===== src/rtl/minilogix_pkg.sv =====
// minilogix_pkg: shared FSM state encoding and sizing helpers for the minilogix config loader.
package minilogix_pkg;

    typedef enum logic [2:0] {IDLE, FETCH, LOW, HIGH, TAIL} state_t;

    function automatic int num_bytes(input int bits);
        return (bits + 7) / 8;
    endfunction

    // Counter width that never collapses to zero bits.
    function automatic int cnt_width(input int n);
        return n > 1 ? $clog2(n) : 1;
    endfunction

endpackage


===== src/rtl/minilogix_clkdiv.sv =====
// minilogix_clkdiv: counts DIV cycles while run is high and pulses phase_end on the last one.
// Dropping run clears the count, so every phase restarts from zero.
module minilogix_clkdiv
    import minilogix_pkg::*;
#(
    parameter int DIV = 2
) (
    input  logic clk,
    input  logic rst_n,
    input  logic run,
    output logic phase_end
);

    localparam int W = cnt_width(DIV);

    logic [W-1:0] cnt;

    assign phase_end = run && (cnt == W'(DIV - 1));

    always_ff @(posedge clk or negedge rst_n) begin
        if (!rst_n)
            cnt <= '0;
        else
            cnt <= (phase_end || !run) ? '0 : cnt + W'(1);
    end

endmodule


===== src/rtl/minilogix_cfg_loader.sv =====
// minilogix_cfg_loader: turns a valid/ready byte stream into the minilogix1 serial load protocol
// (load_en / load_clk / load_dat), MSB first, with load_clk derived from clk by CLK_DIV.
module minilogix_cfg_loader
    import minilogix_pkg::*;
#(
    parameter int CFG_BITS = 20,
    parameter int CLK_DIV  = 2
) (
    input  logic       clk,
    input  logic       rst_n,
    input  logic       i_start,
    input  logic       i_abort,
    input  logic [7:0] i_byte_data,
    input  logic       i_byte_valid,
    output logic       o_byte_ready,
    output logic       o_load_en,
    output logic       o_load_clk,
    output logic       o_load_dat,
    output logic       o_busy,
    output logic       o_done,
    output logic       o_err
);

    localparam int BW = cnt_width(CFG_BITS + 1);

    state_t        state, state_nxt;
    logic [7:0]    shift, shift_nxt;
    logic [BW-1:0] bits_left, bits_left_nxt;
    logic [2:0]    bit_cnt, bit_cnt_nxt;
    logic          run, phase_end, take, dat_nxt;

    assign run  = (state == LOW) || (state == HIGH) || (state == TAIL);
    assign take = (state == FETCH) && i_byte_valid && o_byte_ready;

    minilogix_clkdiv #(.DIV(CLK_DIV)) u_clkdiv (
        .clk       (clk),
        .rst_n     (rst_n),
        .run       (run),
        .phase_end (phase_end)
    );

    always_comb begin
        state_nxt     = state;
        shift_nxt     = shift;
        bits_left_nxt = bits_left;
        bit_cnt_nxt   = bit_cnt;
        case (state)
            IDLE: if (i_start) begin
                state_nxt     = FETCH;
                bits_left_nxt = BW'(CFG_BITS);
                bit_cnt_nxt   = 3'd0;
            end
            FETCH: if (take) begin
                state_nxt = LOW;
                shift_nxt = i_byte_data;
            end
            LOW: if (phase_end) state_nxt = HIGH;
            // The last byte may end early: bits_left reaching zero wins over byte exhaustion.
            HIGH: if (phase_end) begin
                shift_nxt     = {shift[6:0], 1'b0};
                bits_left_nxt = bits_left - BW'(1);
                bit_cnt_nxt   = bit_cnt + 3'd1;
                state_nxt     = (bits_left == BW'(1)) ? TAIL : (bit_cnt == 3'd7) ? FETCH : LOW;
            end
            TAIL: if (phase_end) state_nxt = IDLE;
            default: state_nxt = IDLE;
        endcase
        if (i_abort && state != IDLE)
            state_nxt = IDLE;
        if (state_nxt == IDLE)
            shift_nxt = 8'h00;
        dat_nxt = (state_nxt == LOW) ? shift_nxt[7] : (state_nxt == IDLE) ? 1'b0 : o_load_dat;
    end

    always_ff @(posedge clk or negedge rst_n) begin
        if (!rst_n) begin
            state        <= IDLE;
            shift        <= '0;
            bits_left    <= '0;
            bit_cnt      <= '0;
            o_byte_ready <= 1'b0;
            o_load_en    <= 1'b0;
            o_load_clk   <= 1'b0;
            o_load_dat   <= 1'b0;
            o_busy       <= 1'b0;
            o_done       <= 1'b0;
            o_err        <= 1'b0;
        end else begin
            state        <= state_nxt;
            shift        <= shift_nxt;
            bits_left    <= bits_left_nxt;
            bit_cnt      <= bit_cnt_nxt;
            o_byte_ready <= state_nxt == FETCH;
            o_load_en    <= state_nxt != IDLE;
            o_load_clk   <= state_nxt == HIGH;
            o_load_dat   <= dat_nxt;
            o_busy       <= state_nxt != IDLE;
            o_done       <= (state == TAIL) && phase_end && !i_abort;
            if (state == IDLE && i_start)
                o_err <= 1'b0;
            else if (state != IDLE && i_abort)
                o_err <= 1'b1;
        end
    end

endmodule


===== config.mk =====
export PLATFORM = sky130hd
export DESIGN_NAME = minilogix_cfg_loader
export DESIGN_NICKNAME = d
export VERILOG_FILES = /design/src/rtl/minilogix_pkg.sv /design/src/rtl/minilogix_clkdiv.sv /design/src/rtl/minilogix_cfg_loader.sv
export SDC_FILE = /design/constraint.sdc
export NUM_CORES = 1
export LEC_CHECK = 0
export ABC_AREA = 1
export ABC_CLOCK_PERIOD_IN_PS = 1900
export CAP_MARGIN = 15
export CORE_AREA = 5 5 65 67
export DETAILED_ROUTE_END_ITERATION = 10
export DIE_AREA = 0 0 70 72
export GPL_TIMING_DRIVEN = 0
export PLACE_DENSITY_LB_ADDON = 0.1
export SLEW_MARGIN = 15
export SYNTH_ARGS = -nofsm -noshare
export SYNTH_HDL_FRONTEND = slang
export SYNTH_SLANG_ARGS = --single-unit

===== constraint.sdc =====
create_clock -name clk -period 1.9 [get_ports clk]
set_input_delay 0.38 -clock clk [delete_from_list [all_inputs] [get_ports clk]]
set_output_delay 0.38 -clock clk [all_outputs]
set_load 0.005 [all_outputs]

==> metrics.txt <==
run status finished clean; number of synthesized register bits 26; ranking of synthesized cells by area dfrtp_1 (48%), nand2_1 (12%), inv_1 (8.1%); count of hold buffers inserted by post-cts repair 0; post-place setup slack -219.9 ps; synthesized area per cell 8.140 um2; number of cells produced by synthesis 166; HPWL reported at the end of detailed placement 2.093 mm; number of sinks handled by clock tree synthesis 26; pin count of the biggest net entering global routing 27; setup TNS 0 ps; number of antenna violations at the first check in global routing 0; Final Routed Wirelength 2.696 mm; via density per instance 4.641; Routed Antenna Nets 0; routed wire length per instance 11.38 um; root buf cell clkbuf_4; top cell type's share of synthesized area 0.4815; Worst Setup Slack, final 192.4 ps; Final Hold Viols 0; max-cap viol count 0; source-to-sink clock delay at the later pin of the worst-skew pair 320 ps; largest driver fanout on the critical path 10; cell count after placement 233; Worst EP arrival 1940 ps; Critical Path Start Type primary input; syn_nets 183; Distinct cells, synth 24; clock slew at reported path FFs 140 ps; DR pass1 iterations 4; worst hold slack after final layout 24.59 ps; total power divided by cell area 1229 mW/mm2; x dimension of the die 70 um; Placed Area 0.001602 mm2; post-CTS setup repair buffer count 0; Final Instance Count excl. Fillers 237; transition at the pin with the smallest max-transition slack 569.6 ps; type of element capturing the critical path register; reg2reg path depth 9; register-to-register setup slack 190 ps; most instantiated library cell after synthesis nand2_1; detailed router's first-iteration violation count 33; max-slew headroom at the worst pin 0.6203; prevailing post-synth register cell dfrtp_1; Row Count 22; maximum clock insertion buffer count 2; core occupancy in the finished layout 0.4573; Top-Level Pins 20; global-route wire length before repair 4.802 mm; Net count, final 207; class of the most critical hold timing path primary input to async pin; ranking of synthesized cells by instance count nand2_1 (42), inv_1 (29), dfrtp_1 (26); number of buffers inserted during clock tree synthesis 3; CTS tree yes; cell taking the most area after synthesis dfrtp_1; initial cell density of the core 0.3776; via count of the first global-routing pass 1098; weighted congestion at the end of routability-driven global placement 0.7748; number of port buffers 19; total chip power 2.011 mW; minimum clock period after layout 1708 ps; Netlist Area Pre-Place 0.001351 mm2; Final Cycle Share 0.8987; Post-synth EDFFs 0; Final Max Tran Viols 0; DIE AREA 0.005040 mm2; fmax 585.6 MHz; Clock Skews 6.883 ps; Max H-tree Level 1; vertical die dimension 72 um; layout overhead on the synthesized area 21.11%; antenna fix cells 0; CORE AREA 0.003578 mm2; Residual DRC 0; Design Area, Final 0.001637 mm2; GRT overflow 0; vias 1100; category of the critical setup timing path primary input to register; Final Setup Violations 0; leakage power of the design 0.8290 nW; worst supply voltage drop on vdd 0.5639 mV; Overall Global Routing Usage 0.1151; setup repair after global routing missed its margin false; share of post-route cells with drive strength above 1 0.1005; async set or reset register ratio after synthesis 1.000; count of filler cells inserted in the layout 372; warning count from the yosys run 0; proportion of synthesized chip area in sequential cells 0.4815; critical path required time 2130 ps
[final timing paths]
kind | start | to
worst max-delay path | i_byte_valid | shift[3]$_DFFE_PN0P_
worst min-delay path | rst_n | bits_left[2]$_DFFE_PN0P_
worst max register to register | state[2]$_DFF_PN0_ | shift[4]$_DFFE_PN0P_
worst min register to register | bit_cnt[0]$_DFFE_PN0P_ | bit_cnt[0]$_DFFE_PN0P_
max in group asynchronous | rst_n | shift[4]$_DFFE_PN0P_
min in group clk | bit_cnt[0]$_DFFE_PN0P_ | bit_cnt[0]$_DFFE_PN0P_
[layout by cell type, fill, tap and decap left out, drive strengths merged, types with 2 or more instances in the layout]
master / synthesis / final
o21a: 2 / 2
nor3: 2 / 2
o21ai: 8 / 8
nand3b: 2 / 2
o221ai: 5 / 5
nor2: 14 / 14
nand3: 18 / 18
nand2: 45 / 45
buf: 2 / 3
dfrtp: 26 / 26
ha: 4 / 4
inv: 31 / 31
a21oi: 3 / 3
clkdlybuf4s50: 0 / 18
clkbuf: 0 / 4
[cells by family after synthesis]
family                     Yosys count  share of synthesized area
buffers and inverters               34                     0.1028
adders and majority gates            4                    0.03704
AOI/OAI and AO/OA                   21                     0.1018
DFF                                 26                     0.4815
and+or+nand+nor                     81                     0.2769
[power by group]
part | total [mW] | internal [mW] | switching, mW
combinational | 0.930 | 0.366 | 0.563
sequential | 0.798 | 0.698 | 0.100
clock | 0.283 | 0.117 | 0.166
total | 2.01 | 1.18 | 0.830
[layer usage]
layer	global-route usage	vias up	wire length, um
li1	-	573	-
met1	0.1456	500	1269
met2	0.1952	23	1288
met3	0.02216	4	105
met4	0.04468	0	34
met5	0	-	0
[registers in the layout, summed over array words and instances (netlist names)]
signal / flops
bit_cnt: 3
o_load_clk: 1
shift: 8
o_byte_ready: 1
o_err: 1
state: 3
o_done: 1
bits_left: 5
u_clkdiv.cnt: 1
o_load_dat: 1
o_busy: 1
[critical path: stages]
cell	delay, ps
clkdlybuf4s50_1	400
nand2_1	100
clkinvlp_4	190
nand2_2	150
nand3_1	110
o21ai_1	220
nand3_2	230
nand2_1	120
inv_1	40
[repair_timing]
item	4_1_cts	5_1_grt
endpoints found under the setup margin	0	1
gates resized for setup	0	1
hold endpoints to repair	0	0
[layout make-up]
class,count,area (um2),area share
multi-input combinational,106,561.8,0.3433
clock buffer,4,36.28,0.02217
buffer,2,18.77,0.01147
inverter,32,123.9,0.07569
timing repair buffer,19,185.2,0.1132
sequential,26,650.6,0.3976
tap,48,60.06,0.03670
Power figures use the tool's default switching activity.
